--- config.mk ---
export PLATFORM = sky130hd
export DESIGN_NAME = uart_tx_arbiter
export DESIGN_NICKNAME = d
export VERILOG_FILES = /design/src/rtl/uart_ctrl_pkg.sv /design/src/rtl/rr_arbiter.sv /design/src/rtl/uart_tx_arbiter.sv
export SDC_FILE = /design/constraint.sdc
export NUM_CORES = 1
export LEC_CHECK = 0
export ABC_AREA = 1
export BUFFER_PORTS_ARGS = -buffer_cell sky130_fd_sc_hd__buf_2
export CAP_MARGIN = 20
export CORE_MARGIN = 5
export CORE_UTILIZATION = 46
export CTS_CLUSTER_DIAMETER = 50
export DETAILED_ROUTE_END_ITERATION = 12
export PLACE_DENSITY = 0.8
export SYNTH_ARGS = -nofsm -noshare
export SYNTH_HDL_FRONTEND = slang
export SYNTH_HIERARCHICAL = 1
export SYNTH_SLANG_ARGS = --single-unit
export TNS_END_PERCENT = 30
--- constraint.sdc ---
create_clock -name clk_9k6hz -period 2.2 [get_ports clk_9k6hz]
set_input_delay 0.11 -clock clk_9k6hz [delete_from_list [all_inputs] [get_ports clk_9k6hz]]
set_output_delay 0.11 -clock clk_9k6hz [all_outputs]
set_load 0.01 [all_outputs]
--- src/rtl/uart_ctrl_pkg.sv ---
// Shared definitions for the UART transmit arbiter.
//   FRAME_W         : width of one requester frame / UART_tx data word
//   TIMEOUT_DEFAULT : default bound on cycles spent waiting for tx_done
//   state_t         : arbiter FSM state encoding
package uart_ctrl_pkg;

   localparam int FRAME_W         = 16;
   localparam int TIMEOUT_DEFAULT = 32;

   typedef enum logic [2:0] {
      ST_FLUSH,   // after reset: let any in-flight UART frame drain
      ST_IDLE,
      ST_SEND,
      ST_WAIT,
      ST_ACK
   } state_t;

endpackage

--- src/rtl/rr_arbiter.sv ---
// Combinational round-robin pick.
//   req        : pending requests, one bit per requester
//   last_grant : index of the previous grant; search starts one above it
//   valid      : any request pending
//   index      : first set bit at or after last_grant+1, wrapping
module rr_arbiter #(
   parameter  int N_REQ = 4,
   localparam int IDX_W = $clog2(N_REQ)
) (
   input  logic [N_REQ-1:0] req,
   input  logic [IDX_W-1:0] last_grant,
   output logic             valid,
   output logic [IDX_W-1:0] index
);

   logic [IDX_W-1:0] cand;

   // Walk offsets from farthest to nearest so the nearest set bit
   // (lowest offset from last_grant+1) is the one left standing.
   always_comb begin
      valid = 1'b0;
      index = '0;
      cand  = '0;
      for (int off = N_REQ; off >= 1; off--) begin
         cand = IDX_W'((int'(last_grant) + off) % N_REQ);
         if (req[cand]) begin
            valid = 1'b1;
            index = cand;
         end
      end
   end

endmodule

--- src/rtl/uart_tx_arbiter.sv ---
// Round-robin arbiter sharing one UART transmitter among N_REQ requesters.
//   clk_9k6hz : single clock, shared with UART_tx
//   rst       : synchronous active-high reset
//   req       : per-requester frame pending
//   data_in   : requester i frame on [16i+15:16i]
//   ack       : one-cycle pulse on the completed requester's bit
//   err       : one-cycle pulse with ack when the frame timed out
//   busy      : state is not IDLE (combinational)
//   grant_id  : current / most recent grant
//   tx_data   : UART_tx data, frozen from SEND until the next grant
//   tx_en     : UART_tx enable, one cycle
//   tx_done   : UART_tx done pulse
module uart_tx_arbiter
   import uart_ctrl_pkg::*;
#(
   parameter  int N_REQ   = 4,
   parameter  int TIMEOUT = TIMEOUT_DEFAULT,
   localparam int IDX_W   = $clog2(N_REQ)
) (
   input  logic                     clk_9k6hz,
   input  logic                     rst,
   input  logic [N_REQ-1:0]         req,
   input  logic [FRAME_W*N_REQ-1:0] data_in,
   output logic [N_REQ-1:0]         ack,
   output logic                     err,
   output logic                     busy,
   output logic [IDX_W-1:0]         grant_id,
   output logic [FRAME_W-1:0]       tx_data,
   output logic                     tx_en,
   input  logic                     tx_done
);

   localparam int TW = $clog2(TIMEOUT);
   localparam logic [TW-1:0] T_LAST = TW'(TIMEOUT - 1);

   state_t             state_q,      state_d;
   logic [TW-1:0]      timer_q,      timer_d;
   logic [IDX_W-1:0]   grant_id_q,   grant_id_d;
   logic [IDX_W-1:0]   last_grant_q, last_grant_d;
   logic [FRAME_W-1:0] tx_data_q,    tx_data_d;
   logic               tx_en_q,      tx_en_d;
   logic [N_REQ-1:0]   ack_q,        ack_d;
   logic               err_q,        err_d;

   logic               pick_vld;
   logic [IDX_W-1:0]   pick_idx;

   rr_arbiter #(.N_REQ(N_REQ)) u_rr (
      .req        (req),
      .last_grant (last_grant_q),
      .valid      (pick_vld),
      .index      (pick_idx)
   );

   always_comb begin
      state_d      = state_q;
      timer_d      = timer_q;
      grant_id_d   = grant_id_q;
      last_grant_d = last_grant_q;
      tx_data_d    = tx_data_q;
      tx_en_d      = 1'b0;
      ack_d        = '0;
      err_d        = 1'b0;
      case (state_q)
         ST_FLUSH: begin
            if (tx_done || timer_q == T_LAST) begin
               state_d = ST_IDLE;
               timer_d = '0;
            end else begin
               timer_d = timer_q + 1'b1;
            end
         end
         ST_IDLE: begin
            if (pick_vld) begin
               state_d    = ST_SEND;
               grant_id_d = pick_idx;
               tx_data_d  = data_in[pick_idx*FRAME_W +: FRAME_W];
               tx_en_d    = 1'b1;
            end
         end
         ST_SEND: begin
            timer_d = '0;
            state_d = ST_WAIT;
         end
         ST_WAIT: begin
            // ack/err are loaded on the way into ACK so they are high
            // during the ACK cycle itself. err carries err_pending; a
            // tx_done in the last timer cycle still counts as success.
            if (tx_done || timer_q == T_LAST) begin
               state_d = ST_ACK;
               ack_d   = N_REQ'(1) << grant_id_q;
               err_d   = ~tx_done;
            end else begin
               timer_d = timer_q + 1'b1;
            end
         end
         ST_ACK: begin
            last_grant_d = grant_id_q;
            state_d      = ST_IDLE;
         end
         default: state_d = ST_FLUSH;
      endcase
   end

   always_ff @(posedge clk_9k6hz) begin
      if (rst) begin
         state_q      <= ST_FLUSH;
         timer_q      <= '0;
         grant_id_q   <= '0;
         last_grant_q <= IDX_W'(N_REQ - 1);   // requester 0 wins first
         tx_data_q    <= '0;
         tx_en_q      <= 1'b0;
         ack_q        <= '0;
         err_q        <= 1'b0;
      end else begin
         state_q      <= state_d;
         timer_q      <= timer_d;
         grant_id_q   <= grant_id_d;
         last_grant_q <= last_grant_d;
         tx_data_q    <= tx_data_d;
         tx_en_q      <= tx_en_d;
         ack_q        <= ack_d;
         err_q        <= err_d;
      end
   end

   assign busy     = (state_q != ST_IDLE);
   assign grant_id = grant_id_q;
   assign tx_data  = tx_data_q;
   assign tx_en    = tx_en_q;
   assign ack      = ack_q;
   assign err      = err_q;

endmodule
==> results of run 1 <==
## kinds of logic (layout without fill, tap and decap cells)
logic type      Yosys count  count (layout)
buf+inv                  38             132
compound gates           80              80
simple gates            152             152
fa+ha+maj                 2               2
flops                    34              34
## placed cells by master, fill, tap and decap left out, drive strengths merged
cell / Yosys / final
a21oi: 7 / 7
nand3: 9 / 9
buf: 9 / 100
o22ai: 16 / 16
a21boi: 1 / 1
nand2: 54 / 54
ha: 2 / 2
clkinv: 0 / 1
nor2: 85 / 85
o211ai: 2 / 2
nand4: 1 / 1
inv: 24 / 24
dfxtp: 34 / 34
clkbuf: 5 / 7
and2: 1 / 1
nor4: 1 / 1
nor3: 1 / 1
o21ai: 54 / 54
## through the flow
stage	cell area [µm²]	hold WS (ns)	setup WS, ns	power, W	utilization
after floorplan	2000	0.179	0.417	0.00104	-
after global placement	2500	0.327	0.141	0.00121	0.582
after detailed placement	2500	0.336	0.0516	0.00122	0.582
after CTS	2590	0.0387	0.0562	0.00169	0.603
after global routing	2600	0.0282	0.0163	0.00180	0.605
final	2600	0.0370	0.243	0.00168	0.605
## worst max-delay path: cells and delay by family (launching register included)
family	cells	cell delay [ns]
buffers and inverters	2	0.44
DFF	1	0.47
and+or+nand+nor	6	0.84
AOI/OAI and AO/OA	1	0.12
## synthesized netlist by cell type (2+ instances only)
library cell	number
a21oi_1	7
buf_2	6
buf_4	2
clkbuf_1	3
clkbuf_2	2
dfxtp_1	34
ha_1	2
inv_1	16
inv_2	7
nand2_1	40
nand2_2	11
nand2_4	2
nand3_1	9
nor2_1	81
nor2_2	2
nor2_4	2
o211ai_1	2
o21ai_0	45
o21ai_1	8
o22ai_1	16
## layout make-up
class                      count  share of cell area
clock inverter                 1             0.00193
tap                           52              0.0250
multi-input combinational    234               0.442
timing repair buffer         100               0.199
inverter                      24              0.0366
sequential                    34               0.262
clock buffer                   7              0.0332
## flip-flops by register name (all words and copies together), names as in the netlist
register,flops
tx_en,1
state_q,3
err,1
timer_q,5
tx_data,16
grant_id,2
last_grant_q,2
ack,4
## report_power, final
part           leakage (nW)  switching, W  internal (W)
combinational         0.992      0.000288      0.000202
sequential            0.278     0.0000392      0.000677
clock                0.0482      0.000224      0.000252
## path summary, 6_finish.rpt
path,slack [ns],depth (start not counted),end,from
max reg2reg,0.24,9,tx_data[0],last_grant_q[0]
min reg2reg,0.46,1,ack[0],grant_id[0]
min,0.04,2,err,tx_done
max,0.24,9,tx_data[0],last_grant_q[0]
## metal layers
layer	GRT usage	up-vias	wire length (µm)
li1	-	1192	-
met1	0.213	1018	2280
met2	0.336	89	2770
met3	0.0699	4	519
met4	0.0374	0	47
met5	0	-	0
## what timing repair did
item	4_1_cts	5_1_grt
endpoints found under the setup margin	0	17
gates resized for setup	0	3
hold buffers	0	0
==> out/metrics.yaml, run 1 <==
timing:
  skew_ns: 0.00334
  finalSetupViolations: 0
  worstMarginPinSlew_ns: 0.665
  period_minus_slack_ns: 1.96
  hold_violations: 0
  tns_ns: 0
  timing.final.crit_share: 0.889
  max_slew_margin: 0.556
  fmax_ghz: 0.511
  report.final.slew_viol_count: 0
  rsz0062_at_grt: "no"
yosys:
  ys_warn_count: 6
  synthCells: 306
  synth_fa_ha_area_frac: 0.0125
  ys_ff_latch: 34
  synth.net_count: 379
  synth_top_area_frac: 0.340
  yosys-top-cells-area: "dfxtp_1 (34%), nor2_1 (15%), o21ai_0 (11%), nand2_1 (7.5%), o22ai_1 (5.0%)"
  ys_seq_area_frac: 0.340
  synth.avg_cell_area_um2: 6.53
  synth_edf_count: 0
  syn_area_um2: 2000
  synth_top_family_by_area: "simple AND/OR/NAND/NOR gates"
  yosys.area_share.simple: 0.345
  yosysTopAreaCell: "dfxtp_1"
  synth_ff_type: "dfxtp_1"
  synthMuxAreaShare: 0
  async_flop_share: 0
  synth_cell_types: 29
  synth_compound_area_frac: 0.216
  synth_xor_xnor_area_share: 0
final_layout:
  fill_cells: 404
  drive_above_1_share: 0.348
  diodes: 0
  regArea_um2: 682
  fin_nets: 472
  multi_input_comb_area_um2: 1150
  syn2layout_area_growth_pct: 30.0
  fin_cells: 452
place:
  dpl.cell_count: 444
  io_buffers: 95
  dp_hpwl_um: 4360
  gp_congestion: 0.875
critical_path:
  setup.worst_path.start_class: "register"
  critPathMaxFanout: 16
  max_stage_delay_ns: 0.47
  cp-end-kind: "register"
  crit_path_top_delay_cell: "dfxtp_2"
  crit_chain: "inv_6, nand2_2, and2_4, nor2_2, nand2_1, nand4_2, inv_2, o21ai_0, nor2_1"
  worstPathRequired_ns: 2.42
  crit_arrival_ns: 2.17
  crit_type: "reg2reg"
global_routing:
  grt_pass1_wl_um: 9240
  track_usage: 0.189
  grt.overflow.total: 0
  antenna_found_initial: 0
  grt_max_degree: 28
  first_global_vias: 2179
cts:
  clk_latency_ns: 0.28
  clock_sinks: 34
  cts_setup_buffers: 0
  cts_inserted_buffers: 5
  clk_pin_slew_ns: 0.07
  cts_buffer_depth: 2
  cts_tree: "built"
  clockRootBuffer: "clkbuf_8"
  cts_htree_levels: 2
route:
  drtIter0Drc: 114
  drt-wirelength-per-cell_um: 12.4
  vias: 2303
  post-route-drc-count: 0
  wl_um: 5620
  postRouteAntennaNets: 0
  viasPerCell: 5.10
  drt_first_pass_iters: 4
job:
  cap_violations: 0
power:
  power.density_nw_per_um2: 647
  p_leak_nw: 1.32
  ir_drop_v: 0.000361
floorplan:
  initial_utilization: 0.466
  core_area_um2: 4290
  fp.dieW_um: 75.9
  io-pin-count: 96
  std_cell_rows: 24
  dieArea_um2: 5770
  die_h_um: 75.9
status:
  status: "completed"
worst_hold_path:
  min_path_type: "in2reg"
Power figures use the tool's default switching activity.
==> run 2: changes to the inputs <==
CTS_CLUSTER_DIAMETER = not set   (was 50)
PLACE_DENSITY = 0.91   (was 0.8)
==> run 2 against run 1 <==
Count of clock-buffer cells in the layout unchanged. Final cell count rose by 0.22%. Core utilization rose by 0.32 points. Worst hold slack better by 0.0023 ns. Sequential cell count unchanged. Power is 0.52% higher. Design area is 0.53% higher.
==> out/metrics.yaml, run 2 (same netlist as run 1, synthesis figures left out) <==
status:
  status: "completed"
floorplan:
  io-pin-count: 96  # unchanged
  die_h_um: 75.9  # unchanged
  fp.dieW_um: 75.9  # unchanged
  initial_utilization: 0.466  # unchanged
  core_area_um2: 4290  # unchanged
  std_cell_rows: 24  # unchanged
  dieArea_um2: 5770  # unchanged
timing:
  period_minus_slack_ns: 1.98  # +0.0232 ns
  hold_violations: 0  # unchanged
  skew_ns: 0.00762  # +0.00428 ns
  report.final.slew_viol_count: 0  # unchanged
  tns_ns: 0  # unchanged
  rsz0062_at_grt: "no"
  worstMarginPinSlew_ns: 0.629  # -0.0353 ns
  timing.final.crit_share: 0.900  # +0.0106
  fmax_ghz: 0.505  # -1.2%
  whs_ns: 0.0393  # +0.00228 ns
  finalSetupViolations: 0  # unchanged
  max_slew_margin: 0.580  # +0.0236
power:
  power.net_switching_w: 0.000554  # +0.55%
  seqPwrFrac: 0.423  # -0.003
  clock_power_share: 0.281  # -0.002
  power.density_nw_per_um2: 647  # about the same
  ir_drop_v: 0.000312  # -13%
  p_leak_nw: 1.33  # +0.75%
  p_total_w: 0.00169  # +0.52%
  p_int_w: 0.00114  # +0.51%
  switching_share: 0.327  # about the same
  combPwrFrac: 0.296  # +0.005
critical_path:
  crit_arrival_ns: 2.19  # +0.02 ns
  worstPathRequired_ns: 2.41  # about the same
  crit_chain: "inv_6, nand2_2, nand3_1, nand2_1, inv_1, nand2_1, nand2_1, nand2_1, nand2_1, inv_1, buf_12, o21ai_0, o22ai_1, nor2_1, nor2_1"
  path_delay_family: "simple AND/OR/NAND/NOR gates"
  path_buf_inv: 4  # +2
  critPathMaxFanout: 24  # +8
  cpMostUsedCell: "nand2_1"
  crit_path_top_delay_cell: "dfxtp_2"
  max_stage_delay_ns: 0.48  # about the same
  cp-end-kind: "register"
  crit_type: "reg2reg"
  setup.worst_path.start_class: "register"
route:
  drtIter0Drc: 91  # -20%
  drt-wirelength-per-cell_um: 12.4  # -0.42%
  vias: 2305  # +0.087%
  viasPerCell: 5.09  # -0.13%
  post-route-drc-count: 0  # unchanged
  wl_um: 5610  # -0.20%
  postRouteAntennaNets: 0  # unchanged
  drt_first_pass_iters: 4  # unchanged
final_layout:
  final_common_cell: "buf_2"
  final_cell_area_um2: 2610  # +0.53%
  final_cell_mix: "buf_2 (95), nor2_1 (81), o21ai_0 (45)"
  largest_reg_flops: 16  # unchanged
  fin_nets: 473  # +0.21%
  diodes: 0  # unchanged
  final_core_util: 0.608  # +0.00321
  syn2layout_area_growth_pct: 30.7
  drive_above_1_share: 0.347  # -0.000867
worst_hold_path:
  min_path_type: "in2reg"
cts:
  post_cts_resized: 0  # unchanged
  cts_setup_buffers: 0  # unchanged
  clk_latency_ns: 0.29  # about the same
  clock_sinks: 34  # unchanged
  cts_inserted_buffers: 5  # unchanged
  cts_tree: "built"
  cts_htree_levels: 2  # unchanged
  clockRootBuffer: "clkbuf_8"
  cts_buffer_depth: 2  # unchanged
  clk_pin_slew_ns: 0.07  # about the same
  hold_buffers: 0  # unchanged
job:
  cap_violations: 0  # unchanged
global_routing:
  grt.overflow.total: 0  # unchanged
  track_usage: 0.192  # +0.00335
  first_global_vias: 2163  # -0.73%
  antenna_found_initial: 0  # unchanged
  grt_pass1_wl_um: 9240  # unchanged
  grt_max_degree: 34  # +21%
place:
  io_buffers: 95  # unchanged
  gp_congestion: 0.799  # -8.7%
  dpl_cell_area_um2: 2520  # +0.80%
  dp_hpwl_um: 4280  # -1.9%
run 2: cell count changes in the layout (fill, tap and decap cells not counted), sizes merged:
cell / change
buf: +1
run 2: worst paths after layout:
kind | from | to | slack, ns | cells after the start
worst max-delay path | last_grant_q[0] | tx_data[5] | 0.22 | 15
worst max register to register | last_grant_q[0] | tx_data[5] | 0.22 | 15
worst min-delay path | tx_done | err | 0.04 | 2
worst min register to register | grant_id[0] | ack[0] | 0.46 | 1
run 2: power groups by stage:
stage	registers (W)	logic, W	clock network, W
after global routing	0.000722	0.000566	0.000512
final	0.000716	0.000501	0.000475
after floorplan	0.000747	0.000293	0
after CTS	0.000715	0.000504	0.000490
after global placement	0.000726	0.000490	0
after detailed placement	0.000729	0.000502	0
run 2: metal layers:
layer,up-vias,wire length [µm],global-route usage
li1,1191,-,-
met1,1020,2270,0.215
met2,89,2720,0.331
met3,5,536,0.0652
met4,0,81,0.0765
met5,-,0,0
run 2: worst register-to-register path: stages (launching register included):
cell     delay [ns]
dfxtp_2        0.48
inv_6          0.08
nand2_2        0.07
nand3_1        0.09
nand2_1        0.10
inv_1          0.04
nand2_1        0.07
nand2_1        0.06
nand2_1        0.05
nand2_1        0.06
inv_1          0.23
buf_12         0.20
o21ai_0        0.09
o22ai_1        0.13
nor2_1         0.05
nor2_1         0.11
run 2: layout make-up:
class | instances | area [µm²]
Inverter | 24 | 95.1
Sequential cell | 34 | 682
Multi-Input combinational cell | 234 | 1150
Clock buffer | 7 | 86.3
Fill cell | 377 | 1680
Clock inverter | 1 | 5.00
Timing Repair Buffer | 101 | 533
Tap cell | 52 | 65.1
run 2: per-stage QoR:
stage	setup WS (ns)	cells
2_1_floorplan	0.417	306
3_3_place_gp	0.213	445
3_5_place_dp	0.120	445
4_1_cts	0.0974	453
5_1_grt	0.0258	453
6_report	0.220	453
==> run 3: changes to the inputs <==
ABC_AREA = 0   (was 1)
CORE_UTILIZATION = 44   (was 46)
PLACE_DENSITY = not set   (was 0.91)
PLACE_DENSITY_LB_ADDON = 0.05   (was not set)
==> run 3 against run 2 <==
Worst hold slack improved by 0.069 ns. Combinational power decreased by 31%. Sequential share of layout area increased by 2.8 points. Core utilization decreased by 1.1 points. Die area decreased by 7.3%. Fmax increased by 3.5%. Non-clock buffer count decreased by 1. Wire length decreased by 11%. Critical path type unchanged. Critical endpoint is now tx_data[9].
==> out/metrics.yaml, run 3 <==
status:
  status: "completed"
yosys:
  synth_edf_count: 0  # unchanged
  ys_warn_count: 6  # unchanged
  ys_top_cells_by_count: "dfxtp_1 (34), a22o_1 (16), mux4_2 (16)"
  syn_area_um2: 1750  # -12%
  synth_cell_types: 42  # +45%
  synth.avg_cell_area_um2: 11.8  # +80%
  async_flop_share: 0  # unchanged
  yosysMostFrequentCell: "dfxtp_1"
  synth_top_area_frac: 0.389  # +0.0481
  ys_ff_latch: 34  # unchanged
  ys_seq_area_frac: 0.389  # +0.0481
  yosysTopAreaCell: "dfxtp_1"
  synth.net_count: 222  # -41%
  yosys-top-cells-area: "dfxtp_1 (39%), mux4_2 (21%), a22o_1 (8.0%), mux2i_1 (4.0%), buf_2 (1.7%)"
  synthCells: 149  # -51%
  synth_ff_type: "dfxtp_1"
cts:
  clockRootBuffer: "clkbuf_8"
  cts_setup_buffers: 0  # unchanged
  cts_inserted_buffers: 5  # unchanged
  cts_htree_levels: 2  # unchanged
  post_cts_resized: 0  # unchanged
  cts_tree: "built"
  clk_latency_ns: 0.28  # about the same
  cts_buffer_depth: 2  # unchanged
  hold_buffers: 0  # unchanged
  clk_pin_slew_ns: 0.07  # about the same
  clock_sinks: 34  # unchanged
timing:
  hold_violations: 0  # unchanged
  timing.final.crit_share: 0.869  # -0.0307
  period_minus_slack_ns: 1.91  # -0.0676 ns
  rsz0062_at_grt: "no"
  finalSetupViolations: 0  # unchanged
  fmax_ghz: 0.523  # +3.5%
  max_slew_margin: 0.554  # -0.0263
  report.final.slew_viol_count: 0  # unchanged
  tns_ns: 0  # unchanged
  skew_ns: 0.00560  # -0.00203 ns
  worstMarginPinSlew_ns: 0.669  # +0.0397 ns
  fin_ws_ns: 0.288  # +0.0676 ns
power:
  p_total_w: 0.00152  # -10%
  p_leak_nw: 1.11  # -16%
  power.density_nw_per_um2: 646  # -0.21%
  ir_drop_v: 0.000259  # -17%
place:
  gp_congestion: 0.846  # +5.9%
  io_buffers: 95  # unchanged
  dp_hpwl_um: 3980  # -6.9%
  dpl_worst_slack_ns: 0.283  # +0.163 ns
critical_path:
  worstPathRequired_ns: 2.37  # -0.04 ns
  cp-end-kind: "register"
  crit_arrival_ns: 2.09  # -0.10 ns
  reg2reg_from: "last_grant_q[1]"
  crit_type: "reg2reg"
  critPathMaxFanout: 10  # -58%
  startpoint: "last_grant_q[1]"
  setup.worst_path.start_class: "register"
final_layout:
  fin_nets: 317  # -33%
  fill_cells: 344  # -8.8%
  multi_input_comb_area_um2: 991  # -14%
  largest_reg_flops: 16  # unchanged
  diodes: 0  # unchanged
  regArea_um2: 681  # -0.18%
  drive_above_1_share: 0.547  # +0.200
  final_common_cell: "buf_2"
  syn2layout_area_growth_pct: 34.4
  final_cell_mix: "buf_2 (95), dfxtp_1 (34), mux4_2 (16), a22o_1 (16)"
floorplan:
  std_cell_rows: 23  # -4.2%
  core_area_um2: 3940  # -8.2%
  initial_utilization: 0.444  # -0.0213
  die_h_um: 73.1  # -3.7%
  dieArea_um2: 5340  # -7.3%
  io-pin-count: 96  # unchanged
  fp.dieW_um: 73.1  # -3.7%
job:
  cap_violations: 0  # unchanged
route:
  drt-wirelength-per-cell_um: 16.9  # +37%
  postRouteAntennaNets: 0  # unchanged
  drtIter0Drc: 91  # unchanged
  post-route-drc-count: 0  # unchanged
  wl_um: 4990  # -11%
  viasPerCell: 5.51  # +8.3%
  vias: 1625  # -30%
  drt_first_pass_iters: 4  # unchanged
worst_hold_path:
  min_from: "tx_done"
  min_path_type: "in2reg"
global_routing:
  grt_pass1_wl_um: 7920  # -14%
  first_global_vias: 1652  # -24%
  track_usage: 0.189  # -0.00293
  antenna_found_initial: 0  # unchanged
  grt_max_degree: 18  # -47%
  grt.overflow.total: 0  # unchanged
run 3: cell count changes after synthesis, moves of 11 or more:
cell | previous run | this run
nand2_1 | 40 | 4
inv_1 | 16 | 3
nand2_2 | 11 | 0
mux4_2 | 0 | 16
nor2_1 | 81 | 7
a22o_1 | 0 | 16
o22ai_1 | 16 | 0
o21ai_0 | 45 | 3
run 3: report_power, final:
group | switching, W | internal [W] | total (W) | leakage (nW)
clock network | 0.000226 | 0.000252 | 0.000477 | 0.0472
logic | 0.000154 | 0.000193 | 0.000347 | 0.791
registers | 0.0000366 | 0.000660 | 0.000696 | 0.277
run 3: worst paths after layout:
kind	to	slack (ns)	cells past startpoint
max	tx_data[9]	0.29	6
min	err	0.11	2
max reg2reg	tx_data[9]	0.29	6
min reg2reg	tx_data[15]	0.48	1
run 3: per-layer routing:
layer  vias to the layer above  global-route usage  wire length [µm]
met1                       783               0.222              2000
met5                         -                   0                 0
met2                        55               0.333              2540
met3                        10              0.0455               351
li1                        777                   -                 -
met4                         0              0.0676               104
run 3: kinds of logic (layout without fill, tap and decap cells):
family / after synthesis / count (layout) / share of synthesized area
and+or+nand+nor: 36 / 36 / 0.128
DFF: 34 / 34 / 0.389
muxes: 24 / 24 / 0.252
AOI/OAI and AO/OA: 38 / 38 / 0.169
adders and majority gates: 2 / 2 / 0.0143
buffers and inverters: 15 / 111 / 0.0479
run 3: cell type report:
cell class	count	area share
Timing Repair Buffer	100	0.218
Inverter	3	0.00478
Clock inverter	2	0.00532
Multi-Input combinational cell	100	0.421
Sequential cell	34	0.289
Tap cell	50	0.0266
Clock buffer	6	0.0351
run 3: per-stage QoR:
step	std cells	hold slack, ns	util	cell area, µm²
detailed placement	287	0.395	0.573	2260
global route	295	0.0972	0.597	2350
global placement	287	0.384	0.573	2260
floorplan	149	0.182	-	1750
CTS	295	0.0969	0.597	2350
finish	295	0.108	0.597	2350
run 3: worst max-delay path: stages (launching register included):
cell and delay, ns:
dfxtp_1 0.43, nand2b_1 0.16, a21oi_2 0.06, o221ai_2 0.18, buf_4 0.26, mux4_2 0.53, a22o_1 0.19
